File: src/rtl/pipe_ctrl_pkg.sv
// pipe_ctrl_pkg -- shared types and constants for the pipeline sequencing
// controller of the 10-bit, four-stage core (IF, ID, EXM, WB).
//
// Contents:
//   REG_ADDR_W      width of a general-purpose register address
//   reg_addr_t      register address type
//   state_t         controller states RUN / MEM_WAIT / ERROR
//   FWD_RF/ALU/RAM  EXM operand source select codes
//   src_hit()       "this source reads what that producer writes"
//   fwd_select()    forward-select code for one EXM operand

package pipe_ctrl_pkg;

  localparam int REG_ADDR_W = 3;

  typedef logic [REG_ADDR_W-1:0] reg_addr_t;

  typedef enum logic [1:0] {
    RUN      = 2'd0,
    MEM_WAIT = 2'd1,
    ERROR    = 2'd2
  } state_t;

  localparam logic [1:0] FWD_RF  = 2'b00;  // register file read
  localparam logic [1:0] FWD_ALU = 2'b01;  // ALU result held in EXM/WB
  localparam logic [1:0] FWD_RAM = 2'b10;  // RAM data held in EXM/WB

  // r0 is an ordinary register in this core, so address 0 compares normally.
  function automatic logic src_hit(input logic      used,
                                   input reg_addr_t src,
                                   input reg_addr_t dst,
                                   input logic      dst_wb);
    return used && dst_wb && (src == dst);
  endfunction

  function automatic logic [1:0] fwd_select(input reg_addr_t src,
                                            input reg_addr_t wb_rd,
                                            input logic      wb_reg_wb,
                                            input logic      wb_mem_read);
    if (src_hit(1'b1, src, wb_rd, wb_reg_wb)) begin
      return wb_mem_read ? FWD_RAM : FWD_ALU;
    end
    return FWD_RF;
  endfunction

endpackage

File: src/rtl/mem_wait_timer.sv
// mem_wait_timer -- counts EXM cycles spent waiting on a RAM access.
//
// Parameters:
//   MEM_TIMEOUT  number of wait cycles allowed before expiry (1..255)
// Ports:
//   clk      core clock
//   reset    asynchronous, active-low reset
//   start    access just went pending: load the counter with 1
//   ready    RAM completed the access: counter returns to 0
//   clear    force the counter to 0 (highest priority)
//   expired  the current wait cycle is number MEM_TIMEOUT

module mem_wait_timer #(
  parameter int MEM_TIMEOUT = 15
) (
  input  logic clk,
  input  logic reset,
  input  logic start,
  input  logic ready,
  input  logic clear,
  output logic expired
);

  localparam int                CNT_W = $clog2(MEM_TIMEOUT + 1);
  localparam logic [CNT_W-1:0]  LIMIT = CNT_W'(MEM_TIMEOUT);
  localparam logic [CNT_W-1:0]  ONE   = CNT_W'(1);

  logic [CNT_W-1:0] count;

  // NOTE: sequential state uses non-blocking (<=) assignments so every
  // register samples pre-edge values, independent of process ordering.
  always_ff @(posedge clk or negedge reset) begin
    if (!reset) begin
      count <= '0;
    end else if (clear) begin
      count <= '0;
    end else if (start) begin
      count <= ONE;
    end else if (ready) begin
      count <= '0;
    end else if (count != '0 && count != LIMIT) begin
      // Holds at LIMIT; the controller leaves MEM_WAIT on that edge anyway.
      count <= count + ONE;
    end
  end

  assign expired = (count == LIMIT);

endmodule

File: src/rtl/pipe_ctrl.sv
// pipe_ctrl -- pipeline sequencing controller for the 10-bit, four-stage
// core. Drives the PC / IF/ID / ID/EX load enables, the bubble inserts of
// IF/ID, ID/EX and EXM/WB, and the EXM operand forward selects. Resolves
// RAM waits (with a timeout trap), taken-branch squashes and RAW hazards.
//
// Build option:
//   PIPE_FWD_EN  defined   -> forward selects from WB, no data stalls
//                undefined -> selects tied to FWD_RF, ID-stage RAW stalls
//
// Parameters:
//   MEM_TIMEOUT  max wait cycles for ram_ready before ERROR (1..255)
// Ports:
//   clk, reset                     clock, async active-low reset
//   id_rs1/rs2_addr, _used         ID-stage source operands
//   ex_rs1/rs2_addr                sources held in ID/EX (forwarding)
//   ex_rd_addr, ex_reg_wb          EXM-stage producer
//   wb_rd_addr, wb_reg_wb          WB-stage producer
//   wb_mem_read                    WB value is RAM data
//   ex_branch_taken                branch resolved taken in EXM
//   ram_req, ram_ready             RAM access handshake
//   pc_en, ifid_en, idex_en        register load enables
//   ifid/idex/exwb_flush           bubble inserts
//   fwd_a_sel, fwd_b_sel           EXM operand source selects
//   mem_timeout                    sticky RAM timeout error
//   stall_cycles                   saturating count of pc_en=0 cycles

module pipe_ctrl
  import pipe_ctrl_pkg::*;
#(
  parameter int MEM_TIMEOUT = 15
) (
  input  logic                  clk,
  input  logic                  reset,
  input  logic [REG_ADDR_W-1:0] id_rs1_addr,
  input  logic [REG_ADDR_W-1:0] id_rs2_addr,
  input  logic                  id_rs1_used,
  input  logic                  id_rs2_used,
  input  logic [REG_ADDR_W-1:0] ex_rs1_addr,
  input  logic [REG_ADDR_W-1:0] ex_rs2_addr,
  input  logic [REG_ADDR_W-1:0] ex_rd_addr,
  input  logic                  ex_reg_wb,
  input  logic [REG_ADDR_W-1:0] wb_rd_addr,
  input  logic                  wb_reg_wb,
  input  logic                  wb_mem_read,
  input  logic                  ex_branch_taken,
  input  logic                  ram_req,
  input  logic                  ram_ready,
  output logic                  pc_en,
  output logic                  ifid_en,
  output logic                  idex_en,
  output logic                  ifid_flush,
  output logic                  idex_flush,
  output logic                  exwb_flush,
  output logic [1:0]            fwd_a_sel,
  output logic [1:0]            fwd_b_sel,
  output logic                  mem_timeout,
  output logic [15:0]           stall_cycles
);

  state_t     state;
  state_t     next_state;
  logic       mem_pending;
  logic       timer_expired;
  logic       data_hazard;
  logic [1:0] fwd_a_raw;
  logic [1:0] fwd_b_raw;

  // An outstanding access freezes the front end in the request cycle too,
  // otherwise ID/EX would overwrite the instruction still waiting in EXM.
  assign mem_pending = ram_req && !ram_ready;

  mem_wait_timer #(
    .MEM_TIMEOUT (MEM_TIMEOUT)
  ) u_mem_wait_timer (
    .clk     (clk),
    .reset   (reset),
    .start   ((state == RUN) && mem_pending),
    .ready   (ram_ready),
    .clear   (state == ERROR),
    .expired (timer_expired)
  );

  // ------------------------------------------------------------------
  // Hazard detection / forwarding (build-time choice)
  // ------------------------------------------------------------------
`ifdef PIPE_FWD_EN
  always_comb begin
    fwd_a_raw   = fwd_select(ex_rs1_addr, wb_rd_addr, wb_reg_wb, wb_mem_read);
    fwd_b_raw   = fwd_select(ex_rs2_addr, wb_rd_addr, wb_reg_wb, wb_mem_read);
    data_hazard = 1'b0;
  end

  // ID-stage sources only matter to the stall logic of the other build.
  logic unused_id_srcs;
  assign unused_id_srcs = ^{id_rs1_addr, id_rs2_addr, id_rs1_used,
                            id_rs2_used, ex_rd_addr, ex_reg_wb};
`else
  always_comb begin
    fwd_a_raw   = FWD_RF;
    fwd_b_raw   = FWD_RF;
    data_hazard = src_hit(id_rs1_used, id_rs1_addr, ex_rd_addr, ex_reg_wb) ||
                  src_hit(id_rs1_used, id_rs1_addr, wb_rd_addr, wb_reg_wb) ||
                  src_hit(id_rs2_used, id_rs2_addr, ex_rd_addr, ex_reg_wb) ||
                  src_hit(id_rs2_used, id_rs2_addr, wb_rd_addr, wb_reg_wb);
  end

  // EX-stage sources and the RAM/ALU flag only feed the forwarding muxes.
  logic unused_fwd_srcs;
  assign unused_fwd_srcs = ^{ex_rs1_addr, ex_rs2_addr, wb_mem_read};
`endif

  // ------------------------------------------------------------------
  // State register
  // ------------------------------------------------------------------
  always_ff @(posedge clk or negedge reset) begin
    if (!reset) begin
      state <= RUN;
    end else begin
      state <= next_state;
    end
  end

  // ------------------------------------------------------------------
  // Next state and outputs
  // ------------------------------------------------------------------
  // NOTE: every output of this block gets a default before any branch, so
  // no path leaves a value unassigned and no latch is inferred.
  always_comb begin
    next_state  = state;
    pc_en       = 1'b1;
    ifid_en     = 1'b1;
    idex_en     = 1'b1;
    ifid_flush  = 1'b0;
    idex_flush  = 1'b0;
    exwb_flush  = 1'b0;
    fwd_a_sel   = fwd_a_raw;
    fwd_b_sel   = fwd_b_raw;
    mem_timeout = 1'b0;

    case (state)
      RUN: begin
        if (mem_pending) next_state = MEM_WAIT;
      end
      MEM_WAIT: begin
        if (ram_ready)          next_state = RUN;
        else if (timer_expired) next_state = ERROR;
      end
      ERROR: begin
        next_state = ERROR;
      end
      default: begin
        next_state = RUN;
      end
    endcase

    // Priority: reset > ERROR > RAM wait > branch squash > data stall.
    // A MEM_WAIT cycle that sees ram_ready falls through to RUN behaviour.
    if (!reset) begin
      pc_en      = 1'b0;
      ifid_en    = 1'b0;
      idex_en    = 1'b0;
      ifid_flush = 1'b1;
      idex_flush = 1'b1;
      exwb_flush = 1'b1;
      fwd_a_sel  = FWD_RF;
      fwd_b_sel  = FWD_RF;
    end else if (state == ERROR) begin
      pc_en       = 1'b0;
      ifid_en     = 1'b0;
      idex_en     = 1'b0;
      ifid_flush  = 1'b1;
      idex_flush  = 1'b1;
      exwb_flush  = 1'b1;
      fwd_a_sel   = FWD_RF;
      fwd_b_sel   = FWD_RF;
      mem_timeout = 1'b1;
    end else if (mem_pending) begin
      // EXM and its operands stay frozen; WB receives bubbles.
      pc_en      = 1'b0;
      ifid_en    = 1'b0;
      idex_en    = 1'b0;
      exwb_flush = 1'b1;
    end else if (ex_branch_taken) begin
      // PC still loads the target; the two younger instructions are squashed.
      ifid_flush = 1'b1;
      idex_flush = 1'b1;
    end else if (data_hazard) begin
      pc_en      = 1'b0;
      ifid_en    = 1'b0;
      idex_flush = 1'b1;
    end
  end

  // ------------------------------------------------------------------
  // Bring-up stall counter
  // ------------------------------------------------------------------
  always_ff @(posedge clk or negedge reset) begin
    if (!reset) begin
      stall_cycles <= '0;
    end else if (state != ERROR && !pc_en && stall_cycles != 16'hFFFF) begin
      stall_cycles <= stall_cycles + 16'd1;
    end
  end

endmodule

File: config.mk
export PLATFORM = sky130hd
export DESIGN_NAME = pipe_ctrl
export DESIGN_NICKNAME = d
export VERILOG_FILES = /design/src/rtl/pipe_ctrl_pkg.sv /design/src/rtl/mem_wait_timer.sv /design/src/rtl/pipe_ctrl.sv
export SDC_FILE = /design/constraint.sdc
export NUM_CORES = 1
export LEC_CHECK = 0
export BUFFER_PORTS_ARGS = -buffer_cell sky130_fd_sc_hd__buf_2
export CAP_MARGIN = 40
export CORE_MARGIN = 2
export CORE_UTILIZATION = 46
export DETAILED_ROUTE_END_ITERATION = 10
export GPL_TIMING_DRIVEN = 0
export PLACE_DENSITY = 0.79
export SYNTH_ARGS = -nofsm -noshare
export SYNTH_HDL_FRONTEND = slang
export SYNTH_SLANG_ARGS = --single-unit
File: constraint.sdc
create_clock -name clk -period 3.6 [get_ports clk]
set_input_delay 0.36 -clock clk [delete_from_list [all_inputs] [get_ports clk]]
set_output_delay 0.36 -clock clk [all_outputs]
set_load 0.05 [all_outputs]
==> results of run 1 <==
-- logic make-up (layout without fill, tap and decap cells) --
logic type / Yosys count / after routing / share of synthesized area
simple gates: 60 / 60 / 0.266
xor+xnor: 28 / 28 / 0.175
flops: 22 / 22 / 0.393
buf+inv: 13 / 60 / 0.0545
compound gates: 12 / 12 / 0.0661
fa+ha+maj: 3 / 3 / 0.0268
mux: 2 / 2 / 0.0152
other cells: 1 / 4 / 0.00268
-- worst max path at each step --
| stage | cells after the start | end | slack (ns) | startpoint |
|---|---|---|---|---|
| 5_1_grt | 6 | pc_en | 1.22 | state[0]$_DFFE_PN0P_ |
| 6_report | 6 | pc_en | 1.36 | state[0]$_DFFE_PN0P_ |
| 4_1_cts | 6 | pc_en | 1.34 | state[0]$_DFFE_PN0P_ |
| 3_3_place_gp | 6 | pc_en | 1.44 | reset |
| 3_5_place_dp | 7 | pc_en | 1.42 | wb_rd_addr[2] |
| 2_1_floorplan | 5 | pc_en | 0.98 | state[1]$_DFFE_PN0P_ |
-- registers in the layout, summed over array words and instances, names as in the netlist --
register	flops
u_mem_wait_timer.count	4
stall_cycles	16
state	2
-- critical path: stages, from the launching register on --
cell,delay (ns)
dfrtp_1,0.46
or2b_2,0.18
nand2_1,0.05
nor2_1,0.25
and2_1,0.26
buf_4,0.13
buf_2,0.24
-- metal layers --
layer  track usage  part of all wire  up-vias
met2         0.283              0.47       38
met1         0.231              0.46      542
li1              -                 -      579
met3        0.0328             0.062        2
met4        0.0682            0.0087        0
met5             0                 0        -
-- cell type report --
type	instances	share of cell area
buffer	7	0.0316
tap	33	0.0242
multi-input combinational	109	0.460
timing repair buffer	43	0.126
clock buffer	4	0.0213
sequential	22	0.323
inverter	6	0.0132
-- power groups by stage --
stage	registers [W]	logic (W)	clock network [W]
final	0.000345	0.000400	0.000135
after global routing	0.000355	0.000431	0.000151
after CTS	0.000345	0.000403	0.000138
after detailed placement	0.000349	0.000403	0
after global placement	0.000349	0.000396	0
after floorplan	0.000481	0.000172	0
-- Yosys cell counts (2+ instances only) --
cell       n  area [µm²]
dfrtp_1   22         551
xnor2_1   14         123
xor2_1    14         123
nor2_1    12        45.0
nand2_1   11        41.3
nand4_1    7        43.8
and2_1     6        37.5
inv_1      6        22.5
nand3_2    6        60.1
buf_4      5        37.5
nor4_2     5        62.6
and3_1     4        25.0
ha_1       3        37.5
nand3_1    3        15.0
a211oi_1   2        15.0
a21oi_1    2        10.0
o21bai_1   2        15.0
-- through the flow --
step | utilization | worst slack (ns)
global route | 0.572 | 1.22
floorplan | - | 0.979
detailed placement | 0.560 | 1.42
finish | 0.572 | 1.36
CTS | 0.572 | 1.34
global placement | 0.560 | 1.44
==> impl_metrics.yaml, run 1 <==
worst_setup_path:
  r2r-end: "stall_cycles[10]$_DFFE_PN0P_"
  worstPathRequired_ns: 3.24
  cp-start-kind: "register"
  r2r-start: "stall_cycles[3]$_DFFE_PN0P_"
  cp_data_arrival_time_ns: 1.88
  r2r.worst_path.cells: 7
  worstPathMaxFanout: 7
  setup.reg_to_reg.worst_slack_ns: 1.74
  setup.worst_path.class: "register to output port"
  category_of_the_worst_setup_path_capture_point: "output port"
floorplanning:
  dieWidth_um: 59.2
  die-area_mm2: 0.00350
  initial_util: 0.470
  core_region_area_mm2: 0.00298
  rows: 20
  num_io_pins: 55
  dieHeight_um: 59.2
pwr:
  pwr-share-seq: 0.392
  power.switching_fraction: 0.462
  power_leakage_nw: 0.823
  clkPwrFrac: 0.153
  power.density_mw_per_mm2: 517
  internal-power_w: 0.000474
  combinationalPowerShare: 0.455
  irDropWorstVdd_mv: 0.466
  pwr_total_w: 0.000881
  power.switching_w: 0.000407
synth:
  netlist_instances: 141
  synthesis.area_per_instance_um2: 9.93
  netlist_area_mm2: 0.00140
  ys_seq_elements: 22
  synthArstFlopShare: 1.00
  number_of_enable_flip_flop_cells_after_synthesis: 0
  synth.distinct_cells: 34
  synth-warning-count: 0
  synth_top_flop_cell: "dfrtp_1"
  sequential_to_total_area_share_from_yosys_stat: 0.393
cts:
  ctsHtreeMaxLevel: 1
  cts_max_path_buffers: 2
  cts.repair.resized: 0
  cts.repair_timing.setup_buffer_count: 0
  post_cts_hold_buffer_count: 0
  worst_skew_pair.late_latency_ns: 0.30
  clk_root_buffer_cell: "clkbuf_4"
  tritoncts: "done"
  clkSlewWorstSetupHoldPaths_ns: 0.12
  cts-buffers-inserted: 3
  cts.sink_count: 22
placed_design:
  port_buffers: 43
  finalWeightedCongestion: 0.821
  placed_cells: 220
  dpl-instance-area_mm2: 0.00167
  detailed_place_hpwl_um: 2190
final_layout:
  syn_to_final_growth_pct: 21.7
  final-seq-area_um2: 551
  finalNetCount: 223
  multi_input_area_um2: 785
  mostFrequentLayoutCell: "buf_2"
  finalNonFillerCells: 224
  layout.cell_area.non_filler_mm2: 0.00170
  insertedDiodeCount: 0
  layout-drive-gt1-share: 0.361
  final_cell_mix: "buf_2 (44), dfrtp_1 (22), xor2_1 (14), xnor2_1 (14), nor2_1 (12)"
  nFillCells: 275
route:
  routed_wl_um: 2770
  detailroute.via_count: 1161
  antenna_nets_post_route: 0
  drt-initial-drc-count: 36
  route.detailed.drc: 0
  firstDrtPassIters: 4
  avgViaCountPerCell: 5.18
  routed_wire_length_per_instance_um: 12.4
sta:
  min_period_over_period: 0.622
  final.setup.tns_ns: 0
  final.hold.worst_slack_ns: 0.0128
  slew_headroom: 0.652
  timing.clock.skew_ns: 0.00177
  timing_max_transition_violations_final: 0
  worst-slew-pin-transition_ns: 0.522
  max_freq_mhz: 446
  period_minus_slack_ns: 2.24
  final_hold_viol_count: 0
  finalSetupViolCount: 0
  rsz0062_at_grt: "no"
global_route:
  via_count_of_the_first_global_routing_pass: 1041
  antenna_found_initial: 0
  grt_start_max_net_pins: 26
  global_route.usage.total: 0.175
  global_route_wire_length_before_repair_um: 4600
  gr_ovfl_total: 0
outcome:
  outcome: "finished, final reports clean"
min_path:
  hold_class: "input pin to asynchronous set/reset pin"
flow_run:
  max-cap-violations: 0
(Power assumes the default switching activity.)
==> run 2, diff against run 1 <==
--- a/config.mk
+++ b/config.mk
@@ -5,13 +5,14 @@
 export SDC_FILE = /design/constraint.sdc
 export NUM_CORES = 1
 export LEC_CHECK = 0
+export ABC_AREA = 1
 export BUFFER_PORTS_ARGS = -buffer_cell sky130_fd_sc_hd__buf_2
 export CAP_MARGIN = 40
 export CORE_MARGIN = 2
 export CORE_UTILIZATION = 46
 export DETAILED_ROUTE_END_ITERATION = 10
 export GPL_TIMING_DRIVEN = 0
-export PLACE_DENSITY = 0.79
+export PLACE_DENSITY = 0.77
 export SYNTH_ARGS = -nofsm -noshare
 export SYNTH_HDL_FRONTEND = slang
 export SYNTH_SLANG_ARGS = --single-unit
==> constraint.sdc (replaced) <==
create_clock -name clk -period 2.25 [get_ports clk]
set_input_delay 0.225 -clock clk [delete_from_list [all_inputs] [get_ports clk]]
set_output_delay 0.225 -clock clk [all_outputs]
set_load 0.05 [all_outputs]
==> impl_metrics.yaml, run 2 <==
worst_setup_path:
  critical-path-top-delay-family: "buffers and inverters"
  cp_data_arrival_time_ns: 1.88
  r2r-start: "stall_cycles[0]$_DFFE_PN0P_"
  crit_cells: 8
  critical_path_buffers_and_inverters: 5
  setup.worst_path.class: "register to output port"
  worstSetupStartpoint: "state[1]$_DFFE_PN0P_"
  worstPathRequired_ns: 2.03
  timing.critical_path.to: "pc_en"
  r2r.worst_path.cells: 9
  worstPathMaxFanout: 10
  cp-start-kind: "register"
  r2r-end: "stall_cycles[9]$_DFFE_PN0P_"
  worst_path_max_delay_cell: "dfrtp_1"
  cp_slowest_stage_delay_ns: 0.41
  category_of_the_worst_setup_path_capture_point: "output port"
  crit_path_frequent_cell: "clkbuf_4"
  setup.reg_to_reg.worst_slack_ns: 0.40
  path_cells: "inv_1 -> nor2_2 -> nor3_4 -> nand2_4 -> clkbuf_4 -> clkinvlp_4 -> buf_4 -> clkbuf_4"
global_route:
  via_count_of_the_first_global_routing_pass: 1560
  grt_start_max_net_pins: 23
  gr_ovfl_total: 0
  antenna_found_initial: 0
  global_route.usage.total: 0.198
  global_route_wire_length_before_repair_um: 6640
route:
  routed_wl_um: 3710
  drt-initial-drc-count: 90
  route.detailed.drc: 0
  firstDrtPassIters: 4
  detailroute.via_count: 1687
  avgViaCountPerCell: 4.81
  antenna_nets_post_route: 0
  routed_wire_length_per_instance_um: 10.6
sta:
  final_hold_viol_count: 0
  worst_slack_ns: 0.145
  timing.clock.skew_ns: 0.00351
  finalSetupViolCount: 0
  rsz0062_at_grt: "no"
  max_freq_mhz: 475
  final.setup.tns_ns: 0
  min_period_over_period: 0.935
  timing_max_transition_violations_final: 0
  period_minus_slack_ns: 2.10
cts:
  cts-buffers-inserted: 3
  ctsHtreeMaxLevel: 1
  cts_max_path_buffers: 2
  worst_skew_pair.late_latency_ns: 0.31
  tritoncts: "done"
  cts.sink_count: 22
  clk_root_buffer_cell: "clkbuf_4"
  clkSlewWorstSetupHoldPaths_ns: 0.12
  cts.repair_timing.setup_buffer_count: 0
final_layout:
  syn_to_final_growth_pct: 21.8
  finalNetCount: 337
  final_core_util: 0.595
  mostFrequentLayoutCell: "nand2_1"
  insertedDiodeCount: 0
  layout_top_registers: "stall_cycles: 16 flops, u_mem_wait_timer.count: 4 flops, state: 2 flops"
  largest-register: "stall_cycles"
  layout-drive-gt1-share: 0.223
  finalNonFillerCells: 351
  largest_register_ff_count: 16
  final-seq-area_um2: 551
  multi_input_area_um2: 952
  final_cell_mix: "nand2_1 (88), buf_2 (43), inv_1 (30)"
  nFillCells: 342
floorplanning:
  die-area_mm2: 0.00412
  num_io_pins: 55
  dieHeight_um: 64.2
  initial_util: 0.488
  core_region_area_mm2: 0.00342
  rows: 21
  dieWidth_um: 64.2
placed_design:
  place_worst_setup_slack_ns: 0.0674
  placed_cells: 345
  port_buffers: 43
  finalWeightedCongestion: 0.867
  detailed_place_hpwl_um: 2870
synth:
  synth_most_common_cell: "nand2_1"
  yosys-top-cells-area: "dfrtp_1 (33%), nand2_1 (20%), inv_1 (7.0%)"
  synth_compound_gate_area_share: 0.0375
  post_synth_fa_ha_maj_area_fraction: 0.0225
  synth_top_flop_cell: "dfrtp_1"
  sequential_to_total_area_share_from_yosys_stat: 0.330
  library_cell_occupying_the_most_area_in_the_post_synthesis_netlist: "dfrtp_1"
  post_synthesis_share_of_cell_area_spent_on_xor_and_xnor_gates: 0.0735
  ys_seq_elements: 22
  netlist_instances: 253
  post_synth_most_frequent_cells: "nand2_1 (88), inv_1 (31), nor2_1 (30)"
  synth.distinct_cells: 28
  synthArstFlopShare: 1.00
  netlist_area_mm2: 0.00167
  synthesis.area_per_instance_um2: 6.59
  synth_top_area_frac: 0.330
  yosys.area_share.simple: 0.420
  synth.mux.area_fraction: 0
  synth-warning-count: 0
  number_of_enable_flip_flop_cells_after_synthesis: 0
  synth_top_family_by_area: "simple AND/OR/NAND/NOR gates"
pwr:
  pwr-share-seq: 0.549
  power.density_mw_per_mm2: 354
  combinationalPowerShare: 0.138
  clkPwrFrac: 0.314
  internal-power_w: 0.000530
  pwr_total_w: 0.000720
  irDropWorstVdd_mv: 0.147
  power_leakage_nw: 1.14
  power.switching_w: 0.000191
  power.switching_fraction: 0.265
min_path:
  hold_class: "input pin to register"
flow_run:
  max-cap-violations: 0
outcome:
  outcome: "finished, final reports clean"
[run 2: cell count changes after synthesis, sizes merged, moves of 3 or more]
| cell | before | now |
|---|---|---|
| xnor2 | 14 | 5 |
| inv | 6 | 33 |
| buf | 7 | 10 |
| nor4 | 6 | 1 |
| nor2 | 12 | 31 |
| xor2 | 14 | 9 |
| nor3 | 1 | 4 |
| and3 | 4 | 0 |
| o21ai | 1 | 4 |
| nand2 | 11 | 92 |
| nand3 | 9 | 12 |
| and2 | 6 | 0 |
| nand4 | 7 | 18 |
[run 2: metrics by stage]
stage | instance area [µm²] | hold slack [ns]
after floorplan | 1690 | -0.0706
after global placement | 1960 | 0.228
after detailed placement | 1960 | 0.230
after CTS | 2010 | 0.244
after global routing | 2030 | 0.269
final | 2030 | 0.244
[run 2: how the worst min path moves through the flow]
| stage | from | endpoint | cells past startpoint |
|---|---|---|---|
| after global placement | reset | stall_cycles[0]$_DFFE_PN0P_ | 1 |
| after detailed placement | reset | stall_cycles[15]$_DFFE_PN0P_ | 1 |
| after CTS | ram_ready | state[1]$_DFFE_PN0P_ | 4 |
| after floorplan | reset | stall_cycles[0]$_DFFE_PN0P_ | 0 |
| after global routing | ram_ready | state[1]$_DFFE_PN0P_ | 4 |
| final | ram_ready | state[1]$_DFFE_PN0P_ | 4 |
[run 2: layer usage]
| layer | vias to the layer above | share of wire | GRT usage |
|---|---|---|---|
| met4 | 0 | 0.0048 | 0.0585 |
| li1 | 898 | - | - |
| met2 | 40 | 0.46 | 0.320 |
| met5 | - | 0 | 0 |
| met1 | 746 | 0.50 | 0.276 |
| met3 | 3 | 0.033 | 0.0246 |
[run 2: area by class of cell]
class,instances,share of cell area
well taps,46,0.0283
plain buffers,10,0.0339
repair buffers,45,0.118
inverters,33,0.0628
clock buffers,4,0.0179
multi-input cells,191,0.469
flip-flops and latches,22,0.271
[run 2: cells by family after synthesis]
| kind of cell | Yosys count |
|---|---|
| XOR/XNOR | 14 |
| flip-flops | 22 |
| other | 1 |
| buffers and inverters | 43 |
| AND/OR/NAND/NOR | 159 |
| AO/OA/AOI/OAI | 11 |
| adder cells (fa/ha/maj) | 3 |
[run 2: what timing repair did]
item                       CTS  global route
hold endpoints to repair    22             0
pin swaps                    0             0
gates resized for setup      1             3
hold buffers                 1             0
setup endpoints to repair    1             1
[run 2: worst min-delay path, cell delays in order]
cell and delay (ns):
buf_2 0.08, inv_2 0.05, nand3_1 0.11, a21oi_1 0.07
[run 2: power by group through the flow]
stage	Clock [W]	Combinational, W	Sequential (W)
4_1_cts	0.000230	0.0000975	0.000395
5_1_grt	0.000252	0.000113	0.000396
6_report	0.000226	0.0000990	0.000395
2_1_floorplan	0	0.0000579	0.000403
3_5_place_dp	0	0.0000953	0.000403
3_3_place_gp	0	0.0000939	0.000403
